==> config.mk <==
export PLATFORM = sky130hd
export DESIGN_NAME = fft_frame_scheduler_flat
export DESIGN_NICKNAME = d
export VERILOG_FILES = /design/src/rtl/fft_frame_scheduler_if.sv /design/src/rtl/fft_frame_scheduler.sv /design/src/flat_wrapper.sv
export SDC_FILE = /design/constraint.sdc
export NUM_CORES = 1
export LEC_CHECK = 0
export CORE_UTILIZATION = 40
export DETAILED_ROUTE_END_ITERATION = 10
export RECOVER_POWER = 50
export SYNTH_ARGS = -nofsm -noshare
export SYNTH_HDL_FRONTEND = slang
export SYNTH_SLANG_ARGS = --single-unit
export TNS_END_PERCENT = 1
==> constraint.sdc <==
create_clock -name clk -period 23.8 [get_ports clk]
set_input_delay 4.76 -clock clk [delete_from_list [all_inputs] [get_ports clk]]
set_output_delay 4.76 -clock clk [all_outputs]
set_load 0.03 [all_outputs]
==> src/rtl/fft_frame_scheduler_if.sv <==
// fft_frame_scheduler_if: bundles the sample input stream, the bin output stream
// and the pins that connect the scheduler to the 8-point FFT core.
// master = scheduler side; slave = surrounding environment (source, sink, core).
interface fft_frame_scheduler_if #(
   parameter int WIDTH = 9
);
   // sample stream in
   logic                 s_valid;
   logic                 s_ready;
   logic [WIDTH-1:0]     s_data;
   // FFT core pins
   logic                 fft_rstn_o;
   logic [8*WIDTH-1:0]   fft_x_o;
   logic                 fft_vld_i;
   logic [16*WIDTH-1:0]  fft_y_i;
   // bin stream out
   logic                 m_valid;
   logic                 m_ready;
   logic [WIDTH-1:0]     m_re;
   logic [WIDTH-1:0]     m_im;
   logic [2:0]           m_idx;
   logic                 m_last;
   // status
   logic                 busy;
   logic                 err_timeout;

   modport master (
      input  s_valid, s_data, fft_vld_i, fft_y_i, m_ready,
      output s_ready, fft_rstn_o, fft_x_o, m_valid, m_re, m_im, m_idx, m_last,
             busy, err_timeout
   );

   modport slave (
      output s_valid, s_data, fft_vld_i, fft_y_i, m_ready,
      input  s_ready, fft_rstn_o, fft_x_o, m_valid, m_re, m_im, m_idx, m_last,
             busy, err_timeout
   );
endinterface

==> src/rtl/fft_frame_scheduler.sv <==
// fft_frame_scheduler: gathers 8 serial samples into a frame, restarts the FFT core on
//   it, waits (with timeout) for core vld, latches the 16 result words and streams the 8 bins.
// Latency: last sample accept -> m_valid = 1 (KICK) + core latency + 1 cycle.
// Backpressure: s_ready low outside COLLECT; m_ready low holds the current bin stable.
// Ports: clk, rstn (async, active-high despite the name), bus (fft_frame_scheduler_if.master:
//   s_* sample stream, fft_* core pins, m_* bin stream, busy, err_timeout).
// Option FFT_SCHED_OVERLAP_EN: keep accepting the next frame into a shadow buffer
//   during WAIT and DRAIN, and kick it straight after the current frame drains.
module fft_frame_scheduler #(
   parameter int WIDTH   = 9,
   parameter int TIMEOUT = 15
) (
   input  logic                  clk,
   input  logic                  rstn,
   fft_frame_scheduler_if.master bus
);
   localparam logic [1:0] COLLECT = 2'd0;
   localparam logic [1:0] KICK    = 2'd1;
   localparam logic [1:0] WAIT    = 2'd2;
   localparam logic [1:0] DRAIN   = 2'd3;

   localparam logic [3:0] TIMEOUT_L = 4'(TIMEOUT);

   logic [1:0]         state;
   logic [2:0]         wr_idx;
   logic [2:0]         rd_idx;
   logic [3:0]         timer;
   logic [3:0]         timer_inc;
   logic [WIDTH-1:0]   samp_q [8];
   logic [WIDTH-1:0]   res_q  [16];
   logic [8*WIDTH-1:0] x_q;
   logic               err_q;
   logic               acc;
   logic               last_acc;
   logic               frame_rdy;
   logic [8*WIDTH-1:0] frame_w;
`ifdef FFT_SCHED_OVERLAP_EN
   logic               full_q;   // shadow buffer holds a complete frame
`endif

   // Frame as it will look after this cycle's accept, so the 8th sample can be
   // forwarded to the core register on the same edge it is written.
   always_comb begin
      frame_w = '0;
      for (int k = 0; k < 8; k++) frame_w[k*WIDTH +: WIDTH] = samp_q[k];
      if (acc) frame_w[int'(wr_idx)*WIDTH +: WIDTH] = bus.s_data;
   end

`ifdef FFT_SCHED_OVERLAP_EN
   assign bus.s_ready = !rstn && (state != KICK) && !full_q;
   assign frame_rdy   = full_q || last_acc;
`else
   assign bus.s_ready = !rstn && (state == COLLECT);
   assign frame_rdy   = last_acc;
`endif

   assign acc       = bus.s_valid && bus.s_ready;
   assign last_acc  = acc && (wr_idx == 3'd7);
   assign timer_inc = timer + 4'd1;

   // Core is released whenever we are not kicking it; reset forces it held.
   assign bus.fft_rstn_o  = !rstn && (state != KICK);
   assign bus.fft_x_o     = x_q;
   assign bus.m_valid     = (state == DRAIN);
   assign bus.m_re        = res_q[{rd_idx, 1'b0}];
   assign bus.m_im        = res_q[{rd_idx, 1'b1}];
   assign bus.m_idx       = rd_idx;
   assign bus.m_last      = (state == DRAIN) && (rd_idx == 3'd7);
   assign bus.busy        = (state != COLLECT);
   assign bus.err_timeout = err_q;

   always_ff @(posedge clk or posedge rstn) begin
      if (rstn) begin
         state  <= COLLECT;
         wr_idx <= '0;
         rd_idx <= '0;
         timer  <= '0;
         x_q    <= '0;
         err_q  <= 1'b0;
         for (int k = 0; k < 8; k++)  samp_q[k] <= '0;
         for (int k = 0; k < 16; k++) res_q[k]  <= '0;
`ifdef FFT_SCHED_OVERLAP_EN
         full_q <= 1'b0;
`endif
      end else begin
         // wr_idx wraps 7 -> 0 on its own after the 8th sample
         if (acc) begin
            samp_q[wr_idx] <= bus.s_data;
            wr_idx         <= wr_idx + 3'd1;
         end
`ifdef FFT_SCHED_OVERLAP_EN
         if (last_acc && (state != COLLECT)) full_q <= 1'b1;
`endif
         case (state)
            COLLECT: begin
               if (frame_rdy) begin
                  x_q   <= frame_w;
                  state <= KICK;
`ifdef FFT_SCHED_OVERLAP_EN
                  full_q <= 1'b0;
`endif
               end
            end
            KICK: begin
               timer <= '0;
               state <= WAIT;
            end
            WAIT: begin
               timer <= timer_inc;
               // vld wins over a timeout landing on the same cycle
               if (bus.fft_vld_i) begin
                  for (int k = 0; k < 16; k++) res_q[k] <= bus.fft_y_i[k*WIDTH +: WIDTH];
                  state <= DRAIN;
               end else if (timer_inc == TIMEOUT_L) begin
                  // abort exactly TIMEOUT cycles after entering WAIT
                  err_q <= 1'b1;
                  state <= COLLECT;
               end
            end
            DRAIN: begin
               if (bus.m_ready) begin
                  rd_idx <= rd_idx + 3'd1;
                  if (rd_idx == 3'd7) begin
                     state <= COLLECT;
`ifdef FFT_SCHED_OVERLAP_EN
                     if (frame_rdy) begin
                        x_q    <= frame_w;
                        state  <= KICK;
                        full_q <= 1'b0;
                     end
`endif
                  end
               end
            end
            default: state <= COLLECT;
         endcase
      end
   end
endmodule

==> src/flat_wrapper.sv <==
// flat-port wrapper written by rule: the top's interface ports become plain ports
module fft_frame_scheduler_flat 
#(
   parameter int WIDTH   = 9,
   parameter int TIMEOUT = 15
)
  (clk, rstn, bus_s_valid, bus_s_data, bus_fft_vld_i, bus_fft_y_i, bus_m_ready, bus_s_ready, bus_fft_rstn_o, bus_fft_x_o, bus_m_valid, bus_m_re, bus_m_im, bus_m_idx, bus_m_last, bus_busy, bus_err_timeout);
  fft_frame_scheduler_if #(.WIDTH(WIDTH)) bus_i ();
  input  logic clk;
  input  logic rstn;
  input wire logic [$bits(bus_i.s_valid)-1:0] bus_s_valid;
  input wire logic [$bits(bus_i.s_data)-1:0] bus_s_data;
  input wire logic [$bits(bus_i.fft_vld_i)-1:0] bus_fft_vld_i;
  input wire logic [$bits(bus_i.fft_y_i)-1:0] bus_fft_y_i;
  input wire logic [$bits(bus_i.m_ready)-1:0] bus_m_ready;
  output wire logic [$bits(bus_i.s_ready)-1:0] bus_s_ready;
  output wire logic [$bits(bus_i.fft_rstn_o)-1:0] bus_fft_rstn_o;
  output wire logic [$bits(bus_i.fft_x_o)-1:0] bus_fft_x_o;
  output wire logic [$bits(bus_i.m_valid)-1:0] bus_m_valid;
  output wire logic [$bits(bus_i.m_re)-1:0] bus_m_re;
  output wire logic [$bits(bus_i.m_im)-1:0] bus_m_im;
  output wire logic [$bits(bus_i.m_idx)-1:0] bus_m_idx;
  output wire logic [$bits(bus_i.m_last)-1:0] bus_m_last;
  output wire logic [$bits(bus_i.busy)-1:0] bus_busy;
  output wire logic [$bits(bus_i.err_timeout)-1:0] bus_err_timeout;
  assign bus_i.s_valid = bus_s_valid;
  assign bus_i.s_data = bus_s_data;
  assign bus_i.fft_vld_i = bus_fft_vld_i;
  assign bus_i.fft_y_i = bus_fft_y_i;
  assign bus_i.m_ready = bus_m_ready;
  assign bus_s_ready = bus_i.s_ready;
  assign bus_fft_rstn_o = bus_i.fft_rstn_o;
  assign bus_fft_x_o = bus_i.fft_x_o;
  assign bus_m_valid = bus_i.m_valid;
  assign bus_m_re = bus_i.m_re;
  assign bus_m_im = bus_i.m_im;
  assign bus_m_idx = bus_i.m_idx;
  assign bus_m_last = bus_i.m_last;
  assign bus_busy = bus_i.busy;
  assign bus_err_timeout = bus_i.err_timeout;
  fft_frame_scheduler #(.WIDTH(WIDTH), .TIMEOUT(TIMEOUT)) u_core (.clk(clk), .rstn(rstn), .bus(bus_i));
endmodule
; ---- Word level (Yosys, flattened, before mapping)
; Cells that the tools add are included.
[word_totals]
ff_bits = 301
in_bits = 158
output_inout_bits = 99
elab_cells = 89
[op_classes]
add_sub_neg = 4
mul = 1
n_lt_le_gt_ge = 4
eq_ne = 11
shifts = 2
muxes = 18
bitwise_logic = 4
n_reduce_logical = 15
[op_table]
columns = cell, n
row1 = bitwise mux 72 bit, 2
row2 = binary-select mux 9 bit (select 4 bit), 2
row3 = 2-to-1 mux 72 bit, 1
row4 = variable shift 9 x 33 -> 72 bit (first input constant), 1
row5 = indexed part select 9 x 33 -> 72 bit, 1
row6 = 2-to-1 mux 9 bit, 5
row7 = negation 32 -> 33 bit, 1
row8 = demux 9 bit (select 3 bit), 1
row9 = >= comparator 5 bit (second input constant), 2
row10 = 2-to-1 mux 2 bit, 5
row11 = NOT 4 -> 5 bit, 2
row12 = one-hot mux 2 bit (4 select lines), 1
row13 = one-hot mux 4 bit (2 select lines), 1
row14 = multiplier 3 x 4 -> 7 bit (second input constant), 1
row15 = adder 3 x 1 -> 3 bit (second input constant), 2
row16 = equality test 3 bit (second input constant), 2
row17 = logical AND 1 bit, 6
row18 = inequality test 2 x 1 -> 1 bit (second input constant), 3
row19 = AND reduction 2 bit, 3
row20 = adder 4 x 1 -> 4 bit (second input constant), 1
row21 = equality test 2 bit (second input constant), 2
row22 = equality test 4 bit (second input constant), 1
row23 = >= comparator 4 bit (second input constant), 1
row24 = < comparator 4 x 1 -> 1 bit (second input constant), 1
row25 = other kinds (10), 11

; ---- Longest topological paths before layout
[depth]
ltp_word = 6
mapped_depth = 8
ltp_nobuf = 6

; ---- Worst setup path after synthesis
; No wires, ideal clock.
[synth_timing]
kind = input to output
start = in rstn
end = out bus_fft_rstn_o
arrival_time_ns = 5.173
required_time_ns = 19.040
setup_slack_ns = 13.867
stages = 1
path_buffers = 0
cell_sequence = nor2_1
[synth_via]
elab_chain_len = 2
[synth_rtl]
columns = element, line
row1 = start: declaration, flat_wrapper.sv:10  ; input logic rstn;
row2 = logical NOT 1 bit, fft_frame_scheduler.sv:62  ; assign bus.fft_rstn_o = !rstn && (state != KICK);
row3 = logical AND 1 bit, fft_frame_scheduler.sv:62
row4 = end: declaration, flat_wrapper.sv:17  ; output wire logic [$bits(bus_i.fft_rstn_o)-1:0] bus_fft_rstn_o;
; No other way between the ends.

; ---- Final worst setup path
[layout_timing]
start = in rstn
end = out bus_s_ready
[layout_via]
elab_chain_len = 2
[layout_rtl]
columns = element, line
row1 = logical NOT 1 bit, fft_frame_scheduler.sv:53  ; assign bus.s_ready = !rstn && (state == COLLECT);
row2 = logical AND 1 bit, fft_frame_scheduler.sv:53
row3 = end: declaration, flat_wrapper.sv:16  ; output wire logic [$bits(bus_i.s_ready)-1:0] bus_s_ready;
; No other way between the ends.

==> results.yml <==
run_status:
  status: "finished with violations"
  violations: "max-capacitance violations, max-slew violations"
critical_path:
  path_cells: "dlygate4sd3_1 -> and2b_1 -> clkdlybuf4s50_1"
  r2r_setup_slack_ps: 19300
  arrival_ps: 6410
  max_stage_delay_ps: 680
  r2r-start: "u_core.state[0]"
  r2r_cells: 5
  critPathBufInv: 2
  cp_data_required_time_ps: 19040
  crit_cells: 3
  slowest_stage: "clkdlybuf4s50_1"
  endpoint: "bus_s_ready"
  cp-end-kind: "primary output"
  crit_start: "rstn"
  critPathKind: "input pin to primary output"
  path_delay_family: "buffers and inverters"
  cp-start-kind: "input pin"
  crit_path_max_fanout: 6
  r2r_end: "u_core.res_q[138]"
power_and_ir_drop:
  vdd_drop_max_mv: 0.09673
  total_power_w: 0.002276
  p_leak_nw: 7.865
  cellPowerDensity_mw_per_mm2: 130.5
synth:
  synth_area_leaders: "dfrtp_1 (56%), mux2_2 (20%), mux4_2 (6.0%), mux2i_1 (4.1%), o21ai_0 (2.4%)"
  ys.flop_type: "dfrtp_1"
  synth_warnings: 0
  yosys_register_bits: 301
  yosysSeqAreaShare_pct: 55.67
  postSynthCellCount: 983
  synth_edf_count: 0
  avgSynthCellArea_um2: 13.76
  synth_async_sr_flop_share_pct: 100.0
  synthesis.nets: 1155
  yosysTopAreaCell: "dfrtp_1"
  synth_area_mm2: 0.01353
  netlist.area_leader.share_pct: 55.67
  synthDistinctLibCells: 48
global_routing:
  grt_max_degree: 92
  grt_pass1_wl_mm: 50.83
  grt_pass1_vias: 9015
  overflow: 0
  antenna_found_initial: 5
  gr-usage-all-layers_pct: 19.14
placed_design:
  place_inst: 1624
  hpwl_mm: 21.51
  place.gp.congestion: 0.7494
  port-buffer-count: 256
layout:
  syn_to_final_growth_pct: 28.89
  instances_no_fill: 1682
  fin_nets: 1391
  layout_commonest_cell: "dfrtp_1"
  mostFrequentLayoutCells: "dfrtp_1 (299), mux2_2 (238), clkdlybuf4s50_1 (180), nand2_1 (82), dlygate4sd3_1 (76)"
  drive_gt1_share_pct: 26.96
job:
  drv_cap: 5
floorplanning:
  initial_core_util_pct: 41.06
  pin_count: 257
  core_area_mm2: 0.03295
  row_count: 66
  chipHeight_um: 185.9
  die_w_um: 185.9
  die-area_mm2: 0.03457
sta:
  setup_viol: 0
  fin_hold_ws_ps: 465.2
  clock_skew_ps: 13.02
  period_minus_slack_ps: 11170
  period_share_pct: 46.93
  tns_ps: 0
  max_freq_mhz: 89.53
  slew_viol_final: 373
  slew_headroom_pct: -174.2
  rsz0062_at_grt: "false"
  finalHoldViolations: 0
  tightest_slew_ps: 4091
min_path:
  hold_path_class: "register to register"
clock_network:
  clk_path_buf_depth: 3
  cts_tree: "done"
  cts_buffers: 35
  cts_resized: 0
  clock-sinks: 301
  clk_latency_ps: 500
  htree_levels: 2
  cts_setup_buffers: 0
  clock-root-buffer: "clkbuf_16"
  cts.clk_slew.worst_paths_ps: 60
  holdBufCountCts: 0
drt:
  drt-initial-drc-count: 360
  wl_per_cell_um: 18.91
  wirelength_mm: 31.81
  routed-via-count: 8570
  firstDrtPassIters: 4
  antenna_left: 0
  drc: 0
  routed_via_density: 5.095
## cells in the mapped netlist (2+ instances only)
library cell / instances
clkbuf_1: 36
and3_1: 9
o22ai_1: 2
nand2_2: 2
nand3_1: 4
o21ai_2: 2
inv_1: 13
o21ai_0: 66
nor2_1: 2
o21ai_1: 8
a31oi_1: 18
mux2_2: 238
and2_1: 13
nand4b_1: 2
buf_2: 27
dfrtp_1: 301
nand2_1: 82
a21oi_1: 2
nor2b_1: 2
mux4_2: 36
mux2i_1: 55
nand3b_1: 3
nor3b_1: 2
ha_1: 14
xnor2_1: 3
a21boi_0: 19
## routing by layer
metal | global-route usage [%] | wire [um] | vias to the layer above
met5 | 0 | 44 | -
met4 | 4.066 | 529 | 8
met3 | 8.472 | 3266 | 46
met2 | 29.45 | 14140 | 267
met1 | 24.81 | 13830 | 4229
li1 | - | - | 4020
## sequential cells by signal (all words and copies together) (netlist names)
name,cells
u_core.bus.err_timeout,1
u_core.bus.fft_x_o,72
u_core.bus.m_idx,3
u_core.res_q,144
u_core.samp_q,72
u_core.state,2
u_core.timer,4
u_core.wr_idx,3
## cell families (layout without fill, tap and decap cells)
kind of cell	Yosys count	count (layout)	share of synthesized area, %
fa+ha+maj	14	14	1.295
buf+inv	79	335	2.525
other cells	0	1	0
compound gates	126	126	5.650
mux	329	329	29.87
xor+xnor	4	4	0.2590
flops	301	301	55.67
simple gates	130	130	4.735
## power by group
group | internal, W | switching [W] | total (W)
clock | 0.000295 | 0.000197 | 0.000493
combinational | 0.000490 | 0.000440 | 0.000930
sequential | 0.000723 | 0.000130 | 0.000853
## layout make-up
| cell class | count | area [um2] |
|---|---|---|
| multi-input cells | 603 | 5639 |
| flip-flops and latches | 301 | 7535 |
| repair buffers | 265 | 2615 |
| fillers | 2805 | 15510 |
| clock buffers | 54 | 1030 |
| diodes | 1 | 2.502 |
| well taps | 442 | 553.0 |
| clock inverters | 3 | 15.01 |
| inverters | 13 | 50.05 |
## worst min-delay path by stage
| stage | start | to | cells after the start |
|---|---|---|---|
| floorplan | u_core.samp_q[45] | u_core.samp_q[45] | 1 |
| global placement | u_core.bus.err_timeout | u_core.bus.err_timeout | 1 |
| detailed placement | u_core.bus.err_timeout | u_core.bus.err_timeout | 1 |
| CTS | u_core.bus.err_timeout | u_core.bus.err_timeout | 1 |
| global route | u_core.bus.fft_x_o[63] | u_core.bus.fft_x_o[63] | 2 |
| finish | u_core.bus.err_timeout | u_core.bus.err_timeout | 1 |
## per-stage QoR
step           utilization, %  setup slack, ps  cell area (um2)
2_1_floorplan               -            10720            13530
3_3_place_gp            49.89            12590            16440
3_5_place_dp            49.89            12580            16440
6_report                52.93            12630            17440
5_1_grt                 52.92            11320            17440
4_1_cts                 53.06            12580            17480
(Power assumes the default switching activity.)
